## src/rtl/alu_control_unit_if.sv

```systemverilog
// ---------------------------------------------------------------------------
// alu_control_unit_if
//   Request/response handshake bundle between an operation source and the
//   ALU control unit.
//
//   start      : begin an operation (only honoured while the unit is idle)
//   op_in      : operation code 00 add, 01 sub, 10 mul, 11 div
//   in_valid   : operand byte present on the datapath input bus
//   in_ready   : control unit is in a load state and will take the byte
//   out_valid  : result byte on the datapath output bus is valid
//   out_ready  : consumer accepts the current result byte
//   busy       : control unit is anywhere but idle
//
//   master : the operation source / result consumer
//   slave  : the control unit
// ---------------------------------------------------------------------------
interface alu_control_unit_if;
    logic       start;
    logic [1:0] op_in;
    logic       in_valid;
    logic       in_ready;
    logic       out_valid;
    logic       out_ready;
    logic       busy;

    modport master (
        output start,
        output op_in,
        output in_valid,
        output out_ready,
        input  in_ready,
        input  out_valid,
        input  busy
    );

    modport slave (
        input  start,
        input  op_in,
        input  in_valid,
        input  out_ready,
        output in_ready,
        output out_valid,
        output busy
    );
endinterface

```

## src/rtl/alu_control_unit.sv

```systemverilog
// ---------------------------------------------------------------------------
// alu_control_unit
//   Control FSM for the 8-bit arithmetic datapath. Runs add/sub, signed
//   radix-2 Booth multiply and unsigned restoring divide by sequencing the
//   datapath strobes, then hands the 16-bit result back as two bytes.
//
//   clk          : clock, rising edge
//   rst          : asynchronous active-low reset
//   bus          : start/op_in, operand in_valid/in_ready, result
//                  out_valid/out_ready and busy (slave side)
//   cnt_done     : datapath counter is on its 8th shift
//   q0, qm1      : Booth pair Q[0], q[-1]
//   a7           : sign bit of accumulator A
//   op           : registered operation code to the datapath
//   c0           : load M from input bus
//   c1           : load Q from input bus
//   c2           : write adder result into A
//   c3           : adder subtracts (add/sub: result sign select as well)
//   c4, c5       : shift A:Q, step the counter
//   c6           : serial bit (shift-in / quotient bit)
//   c7, c8       : drive result high / low byte onto output bus
//   c9           : load A from input bus
//   c10          : write c6 into Q[0]
//   internal_rst : clear A, Q, q[-1], M and the counter
// ---------------------------------------------------------------------------
module alu_control_unit (
    input  logic                 clk,
    input  logic                 rst,
    alu_control_unit_if.slave    bus,
    input  logic                 cnt_done,
    input  logic                 q0,
    input  logic                 qm1,
    input  logic                 a7,
    output logic [1:0]           op,
    output logic                 c0,
    output logic                 c1,
    output logic                 c2,
    output logic                 c3,
    output logic                 c4,
    output logic                 c5,
    output logic                 c6,
    output logic                 c7,
    output logic                 c8,
    output logic                 c9,
    output logic                 c10,
    output logic                 internal_rst
);

    typedef enum logic [3:0] {
        IDLE,
        CLR,
        LD_M,
        LD_Q,
        LD_A,
        MUL_OP,
        MUL_SH,
        DIV_SH,
        DIV_SUB,
        DIV_TEST,
        DIV_RST,
        OUT_HI,
        OUT_LO
    } state_e;

    typedef enum logic [1:0] {
        OP_ADD = 2'b00,
        OP_SUB = 2'b01,
        OP_MUL = 2'b10,
        OP_DIV = 2'b11
    } op_e;

    state_e state_q, state_d;
    op_e    op_q, op_d;
    logic   last_q, last_d;

    // -----------------------------------------------------------------------
    // State registers
    // -----------------------------------------------------------------------
    always_ff @(posedge clk or negedge rst) begin
        if (!rst) begin
            state_q <= IDLE;
            op_q    <= OP_ADD;
            last_q  <= 1'b0;
        end else begin
            state_q <= state_d;
            op_q    <= op_d;
            last_q  <= last_d;
        end
    end

    assign op = op_q;

    // -----------------------------------------------------------------------
    // Next state and Moore strobe decode
    // -----------------------------------------------------------------------
    always_comb begin
        state_d       = state_q;
        op_d          = op_q;
        last_d        = last_q;

        bus.in_ready  = 1'b0;
        bus.out_valid = 1'b0;
        bus.busy      = (state_q != IDLE);

        c0            = 1'b0;
        c1            = 1'b0;
        c2            = 1'b0;
        c3            = 1'b0;
        c4            = 1'b0;
        c5            = 1'b0;
        c6            = 1'b0;
        c7            = 1'b0;
        c8            = 1'b0;
        c9            = 1'b0;
        c10           = 1'b0;
        internal_rst  = 1'b0;

        unique case (state_q)
            IDLE: begin
                if (bus.start) begin
                    op_d    = op_e'(bus.op_in);
                    state_d = CLR;
                end
            end

            CLR: begin
                internal_rst = 1'b1;
                last_d       = 1'b0;
                state_d      = LD_M;
            end

            LD_M: begin
                bus.in_ready = 1'b1;
                if (bus.in_valid) begin
                    c0      = 1'b1;
                    state_d = LD_Q;
                end
            end

            LD_Q: begin
                bus.in_ready = 1'b1;
                if (bus.in_valid) begin
                    c1 = 1'b1;
                    unique case (op_q)
                        OP_ADD, OP_SUB: state_d = OUT_HI;
                        OP_MUL:         state_d = MUL_OP;
                        OP_DIV:         state_d = LD_A;
                        default:        state_d = OUT_HI;
                    endcase
                end
            end

            LD_A: begin
                bus.in_ready = 1'b1;
                if (bus.in_valid) begin
                    c9      = 1'b1;
                    state_d = DIV_SH;
                end
            end

            // Booth pair 10 subtracts M, 01 adds M, 00/11 leave A alone.
            MUL_OP: begin
                c2      = q0 ^ qm1;
                c3      = q0 & ~qm1;
                state_d = MUL_SH;
            end

            // Arithmetic right shift: A's sign bit is fed back in.
            MUL_SH: begin
                c4      = 1'b1;
                c5      = 1'b1;
                c6      = a7;
                last_d  = cnt_done;
                state_d = cnt_done ? OUT_HI : MUL_OP;
            end

            DIV_SH: begin
                c4      = 1'b1;
                c5      = 1'b1;
                c6      = 1'b0;
                last_d  = cnt_done;
                state_d = DIV_SUB;
            end

            DIV_SUB: begin
                c2      = 1'b1;
                c3      = 1'b1;
                state_d = DIV_TEST;
            end

            // Quotient bit is 1 when A - M stayed non-negative.
            DIV_TEST: begin
                c10 = 1'b1;
                c6  = ~a7;
                if (a7) begin
                    state_d = DIV_RST;
                end else begin
                    state_d = last_q ? OUT_HI : DIV_SH;
                end
            end

            DIV_RST: begin
                c2      = 1'b1;
                c3      = 1'b0;
                state_d = last_q ? OUT_HI : DIV_SH;
            end

            // c3 keeps the add/sub adder in the right mode while the result
            // bytes are read out; mul/div read A and Q directly.
            OUT_HI: begin
                bus.out_valid = 1'b1;
                c7            = 1'b1;
                c3            = ~op_q[1] & op_q[0];
                if (bus.out_ready) begin
                    state_d = OUT_LO;
                end
            end

            OUT_LO: begin
                bus.out_valid = 1'b1;
                c8            = 1'b1;
                c3            = ~op_q[1] & op_q[0];
                if (bus.out_ready) begin
                    state_d = IDLE;
                end
            end

            default: begin
                state_d = IDLE;
            end
        endcase
    end

endmodule

```

## src/flat_wrapper.sv

```systemverilog
// flat-port wrapper written by rule: the top's interface ports become plain ports
module alu_control_unit_flat 
  (clk, rst, cnt_done, q0, qm1, a7, op, c0, c1, c2, c3, c4, c5, c6, c7, c8, c9, c10, internal_rst, bus_start, bus_op_in, bus_in_valid, bus_out_ready, bus_in_ready, bus_out_valid, bus_busy);
  alu_control_unit_if bus_i ();
  input  logic clk;
  input  logic rst;
  input  logic cnt_done;
  input  logic q0;
  input  logic qm1;
  input  logic a7;
  output logic [1:0] op;
  output logic c0;
  output logic c1;
  output logic c2;
  output logic c3;
  output logic c4;
  output logic c5;
  output logic c6;
  output logic c7;
  output logic c8;
  output logic c9;
  output logic c10;
  output logic internal_rst;
  input wire logic [$bits(bus_i.start)-1:0] bus_start;
  input wire logic [$bits(bus_i.op_in)-1:0] bus_op_in;
  input wire logic [$bits(bus_i.in_valid)-1:0] bus_in_valid;
  input wire logic [$bits(bus_i.out_ready)-1:0] bus_out_ready;
  output wire logic [$bits(bus_i.in_ready)-1:0] bus_in_ready;
  output wire logic [$bits(bus_i.out_valid)-1:0] bus_out_valid;
  output wire logic [$bits(bus_i.busy)-1:0] bus_busy;
  assign bus_i.start = bus_start;
  assign bus_i.op_in = bus_op_in;
  assign bus_i.in_valid = bus_in_valid;
  assign bus_i.out_ready = bus_out_ready;
  assign bus_in_ready = bus_i.in_ready;
  assign bus_out_valid = bus_i.out_valid;
  assign bus_busy = bus_i.busy;
  alu_control_unit u_core (.clk(clk), .rst(rst), .bus(bus_i), .cnt_done(cnt_done), .q0(q0), .qm1(qm1), .a7(a7), .op(op), .c0(c0), .c1(c1), .c2(c2), .c3(c3), .c4(c4), .c5(c5), .c6(c6), .c7(c7), .c8(c8), .c9(c9), .c10(c10), .internal_rst(internal_rst));
endmodule
```

## config.mk

```make
export PLATFORM = sky130hd
export DESIGN_NAME = alu_control_unit_flat
export DESIGN_NICKNAME = d
export VERILOG_FILES = /design/src/rtl/alu_control_unit_if.sv /design/src/rtl/alu_control_unit.sv /design/src/flat_wrapper.sv
export SDC_FILE = /design/constraint.sdc
export NUM_CORES = 1
export LEC_CHECK = 0
export BUFFER_PORTS_ARGS = -buffer_cell sky130_fd_sc_hd__buf_2
export CORE_UTILIZATION = 51
export DETAILED_ROUTE_END_ITERATION = 8
export PLACE_DENSITY_LB_ADDON = 0.25
export SETUP_SLACK_MARGIN = 0.1
export SLEW_MARGIN = 20
export SYNTH_ARGS = -nofsm -noshare
export SYNTH_HDL_FRONTEND = slang
export SYNTH_SLANG_ARGS = --single-unit
```

## constraint.sdc

```tcl
create_clock -name clk -period 3.45 [get_ports clk]
set_input_delay 0.1725 -clock clk [delete_from_list [all_inputs] [get_ports clk]]
set_output_delay 0.1725 -clock clk [all_outputs]
set_load 0.01 [all_outputs]
```

==> impl_metrics.prom, run 1 <==
# TYPE chip_impl_metric gauge
chip_impl_metric{name="worst_ep_arrival_time",unit="ns"} 1.87
chip_impl_metric{name="ioPinCount",unit=""} 28
chip_impl_info{name="startpoint_type",value="register"} 1
chip_impl_metric{name="reg2reg_depth",unit=""} 5
chip_impl_metric{name="grt_pass1_wl",unit="mm"} 2.80
chip_impl_info{name="end_kind",value="output port"} 1
chip_impl_metric{name="slew_headroom",unit="%"} 59.0
chip_impl_info{name="synth_area_leader_cell",value="sky130_fd_sc_hd__dfrtp_1"} 1
chip_impl_metric{name="synth_area",unit="um^2"} 719
chip_impl_metric{name="final.setup_skew",unit="ns"} 0.00288
chip_impl_metric{name="clock-sinks",unit=""} 7
chip_impl_metric{name="tightestPinTransition",unit="ns"} 0.615
chip_impl_info{name="critPathKind",value="register to output port"} 1
chip_impl_metric{name="crit_fanout",unit=""} 19
chip_impl_metric{name="largest_net_degree_at_the_start_of_global_routing",unit=""} 20
chip_impl_metric{name="coreArea",unit="um^2"} 1300
chip_impl_metric{name="place_congestion",unit=""} 0.899
chip_impl_metric{name="clock_power_share",unit="%"} 9.7
chip_impl_metric{name="postRouteWirelength",unit="mm"} 1.85
chip_impl_metric{name="irDropWorstVdd",unit="V"} 0.000501
chip_impl_metric{name="floorplan.die.width",unit="um"} 39.6
chip_impl_info{name="layout_commonest_cell",value="sky130_fd_sc_hd__buf_2"} 1
chip_impl_info{name="rsz0062_at_grt",value="false"} 1
chip_impl_metric{name="p_sw_share",unit="%"} 51.9
chip_impl_metric{name="detailedRoute.firstPassIterationCount",unit=""} 4
chip_impl_metric{name="internal_power",unit="W"} 0.000386
chip_impl_metric{name="distinct_cell_type_count_after_synthesis",unit=""} 35
chip_impl_metric{name="combinationalPowerShare",unit="%"} 60.7
chip_impl_metric{name="vias_per_cell",unit=""} 5.93
chip_impl_metric{name="post_route_clock_period_utilization",unit="%"} 59.2
chip_impl_metric{name="drt_drc_violations_left",unit=""} 0
chip_impl_metric{name="vias",unit=""} 812
chip_impl_info{name="layout_common_cells",value="sky130_fd_sc_hd__buf_2 (27), sky130_fd_sc_hd__nor2_1 (15), sky130_fd_sc_hd__nand2_1 (13)"} 1
chip_impl_metric{name="grtUsageTotal",unit="%"} 27.5
chip_impl_info{name="worst_hold_path_type",value="primary input to register"} 1
chip_impl_metric{name="clkTransAtPathRegs",unit="ns"} 0.06
chip_impl_metric{name="max-cap-violations",unit=""} 0
chip_impl_metric{name="fillers",unit=""} 135
chip_impl_metric{name="design.die.area",unit="um^2"} 1560
chip_impl_metric{name="slew_viol_final",unit=""} 0
chip_impl_metric{name="max_freq",unit="MHz"} 489
chip_impl_metric{name="seq_power_share",unit="%"} 29.6
chip_impl_metric{name="finalWorstPathRequiredPeriod",unit="ns"} 2.04
chip_impl_metric{name="global_route.overflow_total",unit=""} 0
chip_impl_metric{name="layout-drive-gt1-share",unit="%"} 30.3
chip_impl_metric{name="worstSkewPairLatency",unit="ns"} 0.26
chip_impl_metric{name="starting_density",unit="%"} 55.3
chip_impl_metric{name="grt_antenna_before_repair",unit=""} 0
chip_impl_metric{name="synth_top_area_share",unit="%"} 24.3
chip_impl_info{name="tritoncts",value="yes"} 1
chip_impl_metric{name="yosysSeqAreaShare",unit="%"} 24.3
chip_impl_metric{name="floorplan.die.height",unit="um"} 39.6
chip_impl_info{name="cts.root.buffer_cell",value="sky130_fd_sc_hd__clkbuf_4"} 1
chip_impl_metric{name="power.density",unit="nW/um^2"} 925
chip_impl_metric{name="synth.net_count",unit=""} 109
chip_impl_metric{name="whs_path_cells",unit=""} 2
chip_impl_info{name="ys_top_cells_by_area",value="sky130_fd_sc_hd__dfrtp_1 (24%), sky130_fd_sc_hd__nor2_1 (7.8%), sky130_fd_sc_hd__nand2_1 (6.8%), sky130_fd_sc_hd__o21ai_0 (4.2%), sky130_fd_sc_hd__mux2_1 (3.1%)"} 1
chip_impl_metric{name="fin_setup_tns",unit="ns"} 0
chip_impl_metric{name="drtIter0Drc",unit=""} 44
chip_impl_info{name="run_status",value="finished clean"} 1
chip_impl_metric{name="htreeDepth",unit=""} 1
chip_impl_metric{name="synth_warn",unit=""} 0
chip_impl_metric{name="cts-buffers-inserted",unit=""} 3
chip_impl_metric{name="hold_viol",unit=""} 0
chip_impl_metric{name="required",unit="ns"} 3.28
chip_impl_metric{name="cts-root-to-sink-buffers",unit=""} 2
chip_impl_metric{name="p_leak",unit="nW"} 0.427
chip_impl_metric{name="port-buffer-count",unit=""} 27
chip_impl_metric{name="ant_nets",unit=""} 0
chip_impl_metric{name="power.net_switching",unit="W"} 0.000416
chip_impl_metric{name="synth.ff_latch_count",unit=""} 7
chip_impl_metric{name="setup_violations",unit=""} 0
chip_impl_metric{name="number_of_global_route_vias_before_repair",unit=""} 641
chip_impl_metric{name="fin_util",unit="%"} 66.6
chip_impl_metric{name="placement_rows",unit=""} 13
chip_impl_metric{name="dpl.hpwl",unit="mm"} 1.38
chip_impl_metric{name="drt-wirelength-per-cell",unit="um"} 13.5
chip_impl_metric{name="cts.repair.resized",unit=""} 0
chip_impl_metric{name="area_growth_syn_to_layout",unit="%"} 20.5
chip_impl_metric{name="synthesis.instances",unit=""} 97
chip_impl_metric{name="synth_area_per_cell",unit="um^2"} 7.42
chip_impl_metric{name="final_net_count",unit=""} 135
chip_impl_metric{name="antenna-diode-count",unit=""} 0
## metrics by stage
stage	hold WS (ns)	area, um^2	std cells	setup slack, ns	total power [W]
final	0.127	867	137	1.41	0.000802
after global routing	0.131	867	137	1.30	0.000885
after CTS	0.126	867	137	1.41	0.000801
after detailed placement	0.0184	831	132	1.64	0.000718
after global placement	0.0125	831	132	1.65	0.000711
after floorplan	-0.123	719	97	1.97	0.000605
## critical path, cell delays in order (launching register included)
cell	delay, ns
sky130_fd_sc_hd__dfrtp_1	0.73
sky130_fd_sc_hd__nor2b_1	0.24
sky130_fd_sc_hd__a32o_1	0.31
sky130_fd_sc_hd__a32o_1	0.19
sky130_fd_sc_hd__buf_2	0.13
## sequential cells by signal, summed over array words and instances (netlist names)
name	cells
u_core.state_q	4
u_core.op	2
u_core.last_q	1
## repair_timing
action / in CTS / in global routing
hold buffers: 1 / 0
hold endpoints to repair: 7 / 0
endpoints found under the setup margin: 0 / 0
setup buffers: 0 / 0
## power by group through the flow
stage / registers [W] / logic [W] / clock network [W]
floorplan: 0.000163 / 0.000442 / 0
global placement: 0.000233 / 0.000477 / 0
detailed placement: 0.000237 / 0.000481 / 0
CTS: 0.000234 / 0.000487 / 0.0000799
global route: 0.000251 / 0.000550 / 0.0000841
finish: 0.000237 / 0.000487 / 0.0000776
## cell usage after synthesis (all sizes together)
cell type / n
nor2b: 3
o2bb2ai: 2
nor2: 16
o311ai: 1
o32ai: 1
a22oi: 2
a32o: 2
nand3: 1
o21ai: 9
dfrtp: 7
nor3b: 1
inv: 5
nand2b: 4
buf: 4
a21boi: 2
or3: 2
a21oi: 4
and3: 1
clkbuf: 3
o22ai: 3
o311a: 1
ha: 1
o221ai: 1
a221oi: 1
nor3: 4
nand2: 13
mux2: 2
and3b: 1
## per-layer routing
layer	share of wire [%]	global-route usage, %	up-vias
met1	43	34.6	365
met3	7.2	8.52	2
met4	0.59	10.3	0
li1	-	-	400
met2	49	43.0	45
met5	0	0	-
## cells by family (layout without fill, tap and decap cells)
group / count (synthesis) / count (layout) / share of synthesized area (%)
AOI/OAI and AO/OA: 29 / 29 / 31.3
adders and majority gates: 1 / 1 / 1.74
buffers and inverters: 12 / 37 / 8.52
DFF: 7 / 7 / 24.3
muxes: 2 / 2 / 3.13
and+or+nand+nor: 46 / 46 / 31.0
## path summary, 6_finish.rpt
| check | startpoint | to | slack (ns) |
|---|---|---|---|
| max | u_core.state_q[3] | c3 | 1.41 |
| min | bus_op_in[1] | u_core.op[1] | 0.13 |
| max reg2reg | u_core.state_q[0] | u_core.state_q[0] | 1.60 |
| min reg2reg | u_core.op[0] | u_core.op[0] | 0.57 |
| max in group asynchronous | rst | u_core.last_q | 3.01 |
| min in group asynchronous | rst | u_core.state_q[1] | 0.28 |
## layout make-up
| type | count | area, um^2 | share of cell area [%] |
|---|---|---|---|
| multi-input cells | 78 | 483 | 55.7 |
| flip-flops and latches | 7 | 175 | 20.2 |
| repair buffers | 28 | 145 | 16.7 |
| clock buffers | 4 | 26.3 | 3.03 |
| inverters | 5 | 18.8 | 2.16 |
| well taps | 15 | 18.8 | 2.16 |
Note: power is estimated with default switching activity, not from simulation.
==> run 2: changes to the inputs <==
- ABC_AREA: default -> 1
- CORE_UTILIZATION: 51 -> 47
- clock period: 3.45 -> 1.9 ns (I/O delays scaled with it)
==> run 2 against run 1 <==
  * Cell count is 14% higher
  * Global-route usage is 4.5 points lower
  * Via count is 1.7% lower
  * Count of clock-buffer cells in the layout stayed put
  * Total power is 60% higher
  * Area after synthesis is 2.6% lower
  * Register-to-register slack worse by 1.1 ns
  * Largest cell class unchanged
  * Largest power group unchanged
==> impl_metrics.prom, run 2 <==
# TYPE chip_impl_metric gauge
chip_impl_info{name="run_status",value="finished clean"} 1
chip_impl_metric{name="final.setup_skew",unit="ns"} 0.000292
chip_impl_info{name="critical-path-top-delay-family",value="flip-flops"} 1
chip_impl_metric{name="global_route.overflow_total",unit=""} 0
chip_impl_metric{name="drt_drc_violations_left",unit=""} 0
chip_impl_metric{name="antenna-diode-count",unit=""} 0
chip_impl_metric{name="rrSetupSlack",unit="ns"} 0.50
chip_impl_info{name="rsz0062_at_grt",value="false"} 1
chip_impl_metric{name="vias",unit=""} 798
chip_impl_metric{name="drtIter0Drc",unit=""} 17
chip_impl_metric{name="slew_viol_final",unit=""} 0
chip_impl_metric{name="drt-wirelength-per-cell",unit="um"} 10.8
chip_impl_metric{name="vias_per_cell",unit=""} 5.12
chip_impl_info{name="layout_common_cells",value="sky130_fd_sc_hd__nand2_1 (35), sky130_fd_sc_hd__buf_2 (27), sky130_fd_sc_hd__inv_1 (12), sky130_fd_sc_hd__nand3_1 (12), sky130_fd_sc_hd__inv_2 (8)"} 1
chip_impl_metric{name="max_freq",unit="MHz"} 596
chip_impl_metric{name="power.density",unit="nW/um^2"} 1470
chip_impl_metric{name="ant_nets",unit=""} 0
chip_impl_info{name="yosys_most_used_dff",value="sky130_fd_sc_hd__dfrtp_1"} 1
chip_impl_metric{name="reg2reg_depth",unit=""} 8
chip_impl_metric{name="synth.ff_latch_count",unit=""} 7
chip_impl_info{name="path_cells",value="nand2_2 -> inv_2 -> nand2_4 -> nand2_4 -> nand3_1 -> o211ai_1 -> buf_2"} 1
chip_impl_info{name="cts.root.buffer_cell",value="sky130_fd_sc_hd__clkbuf_4"} 1
chip_impl_metric{name="starting_density",unit="%"} 51.9
chip_impl_info{name="ys_top_cells_by_area",value="sky130_fd_sc_hd__dfrtp_1 (25%), sky130_fd_sc_hd__nand2_1 (19%), sky130_fd_sc_hd__nand3_1 (8.6%), sky130_fd_sc_hd__inv_1 (6.4%), sky130_fd_sc_hd__nor2_4 (6.4%)"} 1
chip_impl_metric{name="synth_top_area_share",unit="%"} 25.0
chip_impl_metric{name="cts-buffers-inserted",unit=""} 3
chip_impl_metric{name="floorplan.die.height",unit="um"} 40.6
chip_impl_metric{name="distinct_cell_type_count_after_synthesis",unit=""} 20
chip_impl_metric{name="design.die.area",unit="um^2"} 1650
chip_impl_metric{name="setup_violations",unit=""} 0
chip_impl_metric{name="port-buffer-count",unit=""} 27
chip_impl_metric{name="synth_warn",unit=""} 0
chip_impl_metric{name="crit_fanout",unit=""} 10
chip_impl_metric{name="largest_net_degree_at_the_start_of_global_routing",unit=""} 11
chip_impl_metric{name="synth_area_per_cell",unit="um^2"} 6.31
chip_impl_metric{name="hold_viol",unit=""} 0
chip_impl_metric{name="layout-drive-gt1-share",unit="%"} 39.0
chip_impl_metric{name="worst-path-buf-inv",unit=""} 2
chip_impl_metric{name="worstSkewPairLatency",unit="ns"} 0.25
chip_impl_info{name="worst_hold_path_type",value="primary input to register"} 1
chip_impl_metric{name="area_growth_syn_to_layout",unit="%"} 24.5
chip_impl_info{name="hold_start",value="bus_op_in[0]"} 1
chip_impl_metric{name="yosysSeqAreaShare",unit="%"} 25.0
chip_impl_metric{name="grt_pass1_wl",unit="mm"} 2.50
chip_impl_metric{name="whs_path_cells",unit=""} 3
chip_impl_metric{name="cts-root-to-sink-buffers",unit=""} 2
chip_impl_metric{name="critical_path.max_stage_delay",unit="ns"} 0.58
chip_impl_info{name="critPathKind",value="register to output port"} 1
chip_impl_metric{name="critical_path_depth",unit=""} 7
chip_impl_metric{name="tightestPinTransition",unit="ns"} 0.400
chip_impl_metric{name="placement_rows",unit=""} 13
chip_impl_metric{name="clkTransAtPathRegs",unit="ns"} 0.05
chip_impl_info{name="end_kind",value="output port"} 1
chip_impl_metric{name="grtUsageTotal",unit="%"} 23.0
chip_impl_metric{name="cts_post_setup_buffers_inserted",unit=""} 0
chip_impl_metric{name="synth_area",unit="um^2"} 701
chip_impl_metric{name="count_of_placed_standard_cells_in_the_final_layout_fillers_left_out",unit=""} 156
chip_impl_info{name="startpoint_type",value="register"} 1
chip_impl_metric{name="max-cap-violations",unit=""} 0
chip_impl_metric{name="grt_antenna_before_repair",unit=""} 0
chip_impl_metric{name="postRouteWirelength",unit="mm"} 1.69
chip_impl_metric{name="detailedRoute.firstPassIterationCount",unit=""} 4
chip_impl_metric{name="coreArea",unit="um^2"} 1350
chip_impl_info{name="leading_cell_type_by_number_of_instances_after_synthesis",value="sky130_fd_sc_hd__nand2_1"} 1
chip_impl_metric{name="fin_setup_tns",unit="ns"} 0
chip_impl_info{name="crit-reg2reg-capture",value="u_core.state_q[3]"} 1
chip_impl_metric{name="place_congestion",unit=""} 0.863
chip_impl_info{name="layout_commonest_cell",value="sky130_fd_sc_hd__nand2_1"} 1
chip_impl_info{name="synth_area_leader_cell",value="sky130_fd_sc_hd__dfrtp_1"} 1
chip_impl_metric{name="detailedPlace.worstSlack",unit="ns"} 0.513
chip_impl_metric{name="number_of_global_route_vias_before_repair",unit=""} 613
chip_impl_metric{name="synthesis.instances",unit=""} 111
chip_impl_info{name="critPathMostFrequentCell",value="sky130_fd_sc_hd__nand2_4"} 1
chip_impl_metric{name="ctsHoldBuffers",unit=""} 1
chip_impl_metric{name="slew_headroom",unit="%"} 73.3
chip_impl_metric{name="placed_cells",unit=""} 151
chip_impl_metric{name="fin_util",unit="%"} 64.6
chip_impl_metric{name="synth.net_count",unit=""} 123
chip_impl_metric{name="worst_ep_arrival_time",unit="ns"} 1.58
chip_impl_metric{name="largest_reg_flops",unit=""} 4
chip_impl_metric{name="synth_edf_count",unit=""} 0
chip_impl_info{name="cpMaxStageDelayCell",value="sky130_fd_sc_hd__dfrtp_1"} 1
chip_impl_metric{name="final_critical_path_setup_slack",unit="ns"} 0.223
chip_impl_metric{name="p_leak",unit="nW"} 0.551
chip_impl_metric{name="clock-sinks",unit=""} 7
chip_impl_metric{name="irDropWorstVdd",unit="V"} 0.00107
chip_impl_metric{name="required",unit="ns"} 1.80
chip_impl_metric{name="asyncSetResetFlopFracSynth",unit="%"} 100
chip_impl_info{name="holdPathEnd",value="u_core.op[0]"} 1
chip_impl_metric{name="final_net_count",unit=""} 154
chip_impl_info{name="post_synth_most_frequent_cells",value="sky130_fd_sc_hd__nand2_1 (35), sky130_fd_sc_hd__inv_1 (12), sky130_fd_sc_hd__nand3_1 (12)"} 1
chip_impl_metric{name="finalWorstPathRequiredPeriod",unit="ns"} 1.68
chip_impl_metric{name="ioPinCount",unit=""} 28
chip_impl_info{name="max_flop_register",value="u_core.state_q"} 1
chip_impl_metric{name="post_route_clock_period_utilization",unit="%"} 88.3
chip_impl_metric{name="floorplan.die.width",unit="um"} 40.6
chip_impl_info{name="tritoncts",value="yes"} 1
chip_impl_metric{name="cts.repair.resized",unit=""} 0
chip_impl_metric{name="htreeDepth",unit=""} 1
chip_impl_info{name="startpoint_of_the_worst_slack_reg_to_reg_timing_path",value="u_core.state_q[0]"} 1
chip_impl_metric{name="dpl.hpwl",unit="mm"} 1.43
==> run 2: worst min-delay path, stage by stage <==
cell	delay [ns]
sky130_fd_sc_hd__buf_2	0.08
sky130_fd_sc_hd__nand3_1	0.06
sky130_fd_sc_hd__nand2_1	0.07
==> run 2: through the flow <==
step	hold WS [ns]	power, W	cell area, um^2
final	0.101	0.00128	872
after CTS	0.102	0.00129	872
after global placement	-0.0673	0.00114	836
after global routing	0.119	0.00139	872
after detailed placement	-0.0672	0.00115	836
after floorplan	-0.201	0.000941	701
==> run 2: where the power goes <==
part / switching, W / leakage, nW / internal (W)
Clock: 0.0000507 / 0.0150 / 0.0000799
Sequential: 0.000125 / 0.0864 / 0.000218
Combinational: 0.000524 / 0.450 / 0.000287
==> run 2: logic make-up after synthesis <==
| kind of cell | after synthesis | synth area share, % |
|---|---|---|
| AND/OR/NAND/NOR | 74 | 53.4 |
| AO/OA/AOI/OAI | 7 | 6.43 |
| adder cells (fa/ha/maj) | 1 | 1.79 |
| flip-flops | 7 | 25.0 |
| buffers and inverters | 22 | 13.4 |
==> run 2: worst max-delay path by stage <==
stage,start,end,slack (ns)
after floorplan,u_core.state_q[3],u_core.state_q[3],0.64
after global placement,u_core.state_q[0],c3,0.53
after detailed placement,u_core.state_q[0],c3,0.51
after CTS,u_core.state_q[0],c3,0.23
after global routing,u_core.state_q[0],c3,0.14
final,u_core.state_q[0],c3,0.22
==> run 2: layout make-up <==
class | instances | area [um^2]
fillers | 131 | 478
multi-input cells | 82 | 432
flip-flops and latches | 7 | 175
repair buffers | 28 | 145
inverters | 20 | 75.1
clock buffers | 4 | 26.3
well taps | 15 | 18.8
==> run 2: layer usage <==
layer | wire [um] | share of wire [%] | vias up | GRT usage (%)
met5 | 0 | 0 | - | 0
met4 | 0 | 0 | 0 | 0
met3 | 95 | 5.6 | 0 | 8.15
met2 | 832 | 49 | 26 | 41.7
met1 | 763 | 45 | 364 | 27.5
li1 | - | - | 408 | -
